[src/rtl/ffd_pipe_ena_pkg.sv]
// Common helpers shared by the ffd_pipe_ena pipeline register files.
package ffd_pipe_ena_pkg;

  // Ceiling log2, usable in constant expressions for port widths.
  function automatic int clog2(input int value);
    int result;
    int rem;
    result = 0;
    rem    = value - 1;
    while (rem > 0) begin
      result = result + 1;
      rem    = rem >> 1;
    end
    return result;
  endfunction

endpackage

[src/rtl/ffd_pipe_stage.sv]
// One elastic pipeline stage: a valid bit plus a data word that load when
// the stage advances; data only loads when a valid word arrives.
module ffd_pipe_stage #(
  parameter int               WIDTH     = 1,
  parameter logic [WIDTH-1:0] RST_VALUE = '0
) (
  input  logic             iClk,
  input  logic             iRst_n,
  input  logic             iFlush,
  input  logic             iAdv,
  input  logic             iValid,
  input  logic [WIDTH-1:0] iD,
  output logic             oValid,
  output logic [WIDTH-1:0] oQ
);

  logic             valid_d, valid_q;
  logic [WIDTH-1:0] data_d,  data_q;

  // NOTE: every always_comb output gets a hold-value default first so no latch is inferred.
  always_comb begin
    valid_d = valid_q;
    data_d  = data_q;
    if (iFlush) begin
      valid_d = 1'b0;
    end else if (iAdv) begin
      valid_d = iValid;
      if (iValid) data_d = iD;
    end
  end

  // NOTE: sequential state uses non-blocking assignments only. The data word is
  // reset too, so oQ shows RST_VALUE until the first word reaches the output.
  always_ff @(posedge iClk) begin
    if (!iRst_n) begin
      valid_q <= 1'b0;
      data_q  <= RST_VALUE;
    end else begin
      valid_q <= valid_d;
      data_q  <= data_d;
    end
  end

  assign oValid = valid_q;
  assign oQ     = data_q;

endmodule

[src/rtl/ffd_pipe_ena.sv]
// Elastic valid/ready pipeline register of DEPTH stages with flush and an
// occupancy counter; the ready chain is a pure combinational ripple.
module ffd_pipe_ena
  import ffd_pipe_ena_pkg::*;
#(
  parameter int               WIDTH     = 1,
  parameter int               DEPTH     = 2,
  parameter logic [WIDTH-1:0] RST_VALUE = '0
) (
  input  logic                          iClk,
  input  logic                          iRst_n,
  input  logic                          iValid,
  output logic                          oReady,
  input  logic [WIDTH-1:0]              iD,
  input  logic                          iFlush,
  output logic                          oValid,
  input  logic                          iReady,
  output logic [WIDTH-1:0]              oQ,
  output logic [clog2(DEPTH+1)-1:0]     oLevel
);

  localparam int LW = clog2(DEPTH + 1);

  logic [DEPTH-1:0] stage_v;
  logic [WIDTH-1:0] stage_d [DEPTH];
  logic [DEPTH-1:0] adv;
  logic             in_xfer;
  logic             out_xfer;
  logic [LW-1:0]    level_d, level_q;

  // A stage may take new content when it is empty or its successor moves.
  always_comb begin
    adv            = '0;
    adv[DEPTH-1]   = !stage_v[DEPTH-1] || iReady;
    for (int k = DEPTH - 2; k >= 0; k--) begin
      adv[k] = !stage_v[k] || adv[k+1];
    end
  end

  assign oReady   = adv[0] && !iFlush;
  assign in_xfer  = iValid && oReady;
  assign out_xfer = oValid && iReady;

  for (genvar k = 0; k < DEPTH; k++) begin : g_stage
    logic             src_valid;
    logic [WIDTH-1:0] src_d;

    if (k == 0) begin : g_head
      assign src_valid = in_xfer;
      assign src_d     = iD;
    end else begin : g_body
      assign src_valid = stage_v[k-1];
      assign src_d     = stage_d[k-1];
    end

    ffd_pipe_stage #(
      .WIDTH     (WIDTH),
      .RST_VALUE (RST_VALUE)
    ) u_stage (
      .iClk   (iClk),
      .iRst_n (iRst_n),
      .iFlush (iFlush),
      .iAdv   (adv[k]),
      .iValid (src_valid),
      .iD     (src_d),
      .oValid (stage_v[k]),
      .oQ     (stage_d[k])
    );
  end

  // A flush empties the pipe even if the head word is delivered that cycle.
  always_comb begin
    level_d = level_q;
    if (iFlush) begin
      level_d = '0;
    end else if (in_xfer && !out_xfer) begin
      level_d = level_q + LW'(1);
    end else if (out_xfer && !in_xfer) begin
      level_d = level_q - LW'(1);
    end
  end

  always_ff @(posedge iClk) begin
    if (!iRst_n) begin
      level_q <= '0;
    end else begin
      level_q <= level_d;
    end
  end

  assign oValid = stage_v[DEPTH-1];
  assign oQ     = stage_d[DEPTH-1];
  assign oLevel = level_q;

endmodule

[config.mk]
export PLATFORM = sky130hd
export DESIGN_NAME = ffd_pipe_ena
export DESIGN_NICKNAME = d
export VERILOG_FILES = /design/src/rtl/ffd_pipe_ena_pkg.sv /design/src/rtl/ffd_pipe_stage.sv /design/src/rtl/ffd_pipe_ena.sv
export SDC_FILE = /design/constraint.sdc
export NUM_CORES = 1
export LEC_CHECK = 0
export CORE_AREA = 2 2 39 41
export CTS_CLUSTER_DIAMETER = 30
export DETAILED_ROUTE_END_ITERATION = 12
export DIE_AREA = 0 0 41 43
export PLACE_DENSITY = 0.52
export SLEW_MARGIN = 20
export SYNTH_ARGS = -nofsm -noshare
export SYNTH_HDL_FRONTEND = slang
export SYNTH_SLANG_ARGS = --single-unit
[constraint.sdc]
create_clock -name iClk -period 2.4 [get_ports iClk]
set_clock_uncertainty 0.1 [all_clocks]
set_input_delay 0.72 -clock iClk [delete_from_list [all_inputs] [get_ports iClk]]
set_output_delay 0.72 -clock iClk [all_outputs]
set_load 0.03 [all_outputs]
# Word level (Yosys, flattened, before mapping)
# Cells that the tools add are included.
# op_classes
addsub	2
n_mux	2
bitwise_logic	2
n_reduce_logical	16
# op_table
operator	n
AND reduction 3 bit	2
logical AND 1 bit	5
zero test 1 bit	5
2-to-1 mux 2 bit	2
adder 2 x 1 -> 2 bit, second input constant	1
logical OR 1 bit	2
inverter 1 bit	2
nonzero test 2 bit	1
OR reduction 2 bit	1
subtractor 2 x 1 -> 2 bit, second input constant	1
# word_totals
ff_bits	6
input_bits	6
output_inout_bits	5
elab_cells	27

# Longest topological paths before layout
# depth
depth_word	9
depth_mapped	6

# Hierarchy
# Synthesis repeated with hierarchy kept, for this count alone.
# unflattened
cells_unflattened	32
area_unflattened_um2	302.8
# modules_own_cells
mod	instances	cells_per_inst	area_per_inst_um2	seq_area_each_um2
ffd_pipe_stage	2	8	87.6	40.0
ffd_pipe_ena	1	16	127.6	40.0

# Worst setup path after synthesis
# OpenSTA, ideal clock, no wires.
# synth_timing
path_kind	input to output
start	input iReady
end	output oReady
t_arrival_ns	1.335
required_time_ns	1.580
path_slack_ns	0.245
path_stages	2
path_cell_list	and3b_2 nor2_1
# synth_via
elab_chain_cells	3
# synth_rtl
element	line_no	source
start, declared	ffd_pipe_ena.sv:17	input logic iReady,
logical OR 1 bit	ffd_pipe_ena.sv:34	adv[DEPTH-1] = !stage_v[DEPTH-1] || iReady;
logical OR 1 bit	ffd_pipe_ena.sv:36	adv[k] = !stage_v[k] || adv[k+1];
logical AND 1 bit	ffd_pipe_ena.sv:40	assign oReady = adv[0] && !iFlush;
end, declared	ffd_pipe_ena.sv:13	output logic oReady,
# Every way passes these cells.

# Worst setup path after layout
# layout_timing
start	input iFlush
end	output oReady
# layout_via
elab_chain_cells	2
# layout_rtl
element	line_no	source
start, declared	ffd_pipe_ena.sv:15	input logic iFlush,
zero test 1 bit	ffd_pipe_ena.sv:40	
logical AND 1 bit	ffd_pipe_ena.sv:40	
# Every way passes these cells.

==> flow_summary.json <==
{
  "ios": 11,
  "hold_end": "g_stage[0].u_stage.oQ",
  "die_area_mm2": 0.00176,
  "syn_inst": 30,
  "worst_hold_path_type": "flip-flop to flip-flop",
  "outcome": "completed",
  "nets": 55,
  "cp_max_fo": 4,
  "wire_per_inst_um": 8.98,
  "drv_cap": 0,
  "ys_seq_elements": 6,
  "ys_seq_area_frac": 0.434,
  "worst_pin_slew_ns": 0.305,
  "min_path_cells": 2,
  "cts_max_path_buffers": 2,
  "via_per_inst": 3.97,
  "hold_violations": 0,
  "port-buffer-count": 10,
  "initial_core_util": 0.200,
  "grt_pass1_vias": 232,
  "fin_ws_ns": 0.0902,
  "antenna_found_initial": 0,
  "post-place-ws_ns": -0.165,
  "cts_tree": "done",
  "drtAntennaViolNets": 0,
  "diodes": 0,
  "fin_hold_ws_ns": 0.351,
  "num_vias": 246,
  "root_buffer": "clkbuf_4",
  "grt_max_degree": 5,
  "rsz0062_at_grt": "no",
  "path_clk_slew_ns": 0.05,
  "synth_area_um2": 277,
  "finalSetupViolations": 0,
  "reg2reg_depth": 6,
  "syn_avg_cell_area_um2": 9.22,
  "die_height_um": 43,
  "globalplace.congestion": 0.664,
  "syn-num-nets": 37,
  "critPathSlowestCell": "clkdlybuf4s50_1",
  "placed_area_um2": 409,
  "synth.area.top_cells": "dfxtp_1 43%, nor2_1 8.1%, xor2_1 6.3%",
  "core-area_mm2": 0.00138,
  "path_cells": "clkdlybuf4s50_1 > nor2_1 > buf_4",
  "cts-hold-fix-buffers": 0,
  "final_cells": 62,
  "peakVddDrop_v": 0.000204,
  "synth_top_area_share": 0.434,
  "place_inst": 58,
  "min_from": "g_stage[0].u_stage.oQ",
  "finalCritPeriodShare": 0.962,
  "worst_setup_path_start_kind": "input port",
  "rows": 14,
  "dr.pass1.iters": 2,
  "fmax_mhz": 433,
  "r2r-end": "oLevel[1]",
  "worstReg2RegStart": "g_stage[0].u_stage.oValid",
  "yosys.area.top_type": "dfxtp_1",
  "maxSlewViolCount": 0,
  "cts_max_level": 1,
  "die_w_um": 41,
  "arrival_ns": 1.49,
  "utilization": 0.316,
  "end_kind": "output port",
  "clkLatencyLatePin_ns": 0.24,
  "slowest_delay_ns": 0.54,
  "reg2reg_setup_slack_ns": 0.62,
  "drt-total-wl_um": 557,
  "drc": 0,
  "final.min_clock_period_ns": 2.31,
  "syn_to_final_growth_pct": 58.4,
  "leakage_nw": 0.177,
  "track_usage": 0.0834,
  "max-slew-margin-rel": 0.796,
  "numCtsBuffers": 3,
  "clock-sinks": 6,
  "cellPowerDensity_mw_per_mm2": 537,
  "synth_cell_type_count": 16,
  "ys_warn_count": 0,
  "hpwl_um": 447,
  "drive_gt1_frac": 0.217,
  "grt_first_pass_wirelength_um": 883,
  "path_class": "input port to output port",
  "crit_required_ns": 1.58,
  "postLayoutCellArea_um2": 438,
  "grt-ovfl-total": 0,
  "drtIter0Drc": 1
}
==> registers in the layout (all words and copies together), names as in the netlist <==
name / count
g_stage.u_stage.oQ: 2
g_stage.u_stage.oValid: 2
oLevel: 2
==> cells in the mapped netlist, drive strengths merged <==
cell	count
dfxtp	6
a21oi	1
xor2	2
nor2	6
nand2	3
and2b	1
or3b	1
nand2b	2
a21boi	1
and3b	1
ha	1
nor3b	1
o21ai	2
mux2i	1
or3	1
==> critical path, delay by kind of cell <==
kind	cells	cell delay [ns]
buffers and inverters	2	0.70
AND/OR/NAND/NOR	1	0.07
==> metrics by stage <==
stage | power, mW | TNS (ns)
2_1_floorplan | 0.125 | 0
3_3_place_gp | 0.144 | -0.365
3_5_place_dp | 0.144 | -0.348
4_1_cts | 0.241 | 0
5_1_grt | 0.251 | 0
6_report | 0.235 | 0
==> report_power, final <==
part | internal (mW) | switching, mW | leakage, nW
clock | 0.0566 | 0.0374 | 0.0138
sequential | 0.103 | 0.00215 | 0.0488
combinational | 0.0201 | 0.0158 | 0.114
total | 0.180 | 0.0554 | 0.177
==> placed cells by master, fill, tap and decap left out <==
cell             instances
clkdlybuf4s50_1          8
nor2_1                   6
dfxtp_1                  6
buf_4                    4
nand2_1                  3
clkbuf_4                 3
nand2b_1                 2
xor2_1                   2
and3b_2                  1
nor3b_2                  1
and2b_4                  1
mux2i_1                  1
o21ai_0                  1
or3_1                    1
a21oi_1                  1
or3b_1                   1
o21ai_1                  1
a21boi_1                 1
ha_1                     1
dlygate4sd2_1            1
==> worst max path at each step <==
stage	startpoint	to	slack (ns)
2_1_floorplan	iReady	oReady	0.24
3_3_place_gp	iReady	oLevel[1]	-0.17
3_5_place_dp	iReady	oLevel[1]	-0.17
4_1_cts	iFlush	oReady	0.08
5_1_grt	iFlush	oReady	0.04
6_report	iFlush	oReady	0.09
==> per-layer routing <==
layer / wire (um) / vias to the layer above / share of wire / global-route usage
met5: 0 / - / 0 / 0
li1: - / 134 / - / -
met3: 29 / 0 / 0.052 / 0.0471
met2: 253 / 7 / 0.45 / 0.0906
met4: 0 / 0 / 0 / 0.100
met1: 275 / 105 / 0.49 / 0.0968
==> kinds of logic after synthesis <==
kind of cell / count (synthesis) / share of synthesized area
and+or+nand+nor: 16 / 0.339
DFF: 6 / 0.434
AOI/OAI and AO/OA: 4 / 0.0814
xor gates and xnor gates: 2 / 0.0634
muxes: 1 / 0.0362
adders and majority gates: 1 / 0.0452
==> layout make-up <==
class                   instances  area [um^2]
well taps                      16         20.0
flip-flops and latches          6          120
multi-input cells              24          156
repair buffers                 13          119
fillers                       156          946
clock buffers                   3         22.5
==> what timing repair did <==
item	CTS	global route
setup endpoints to repair	1	0
gates resized for setup	1	0
buffers inserted	1	0
No activity file was read; power rests on OpenSTA's default activity.
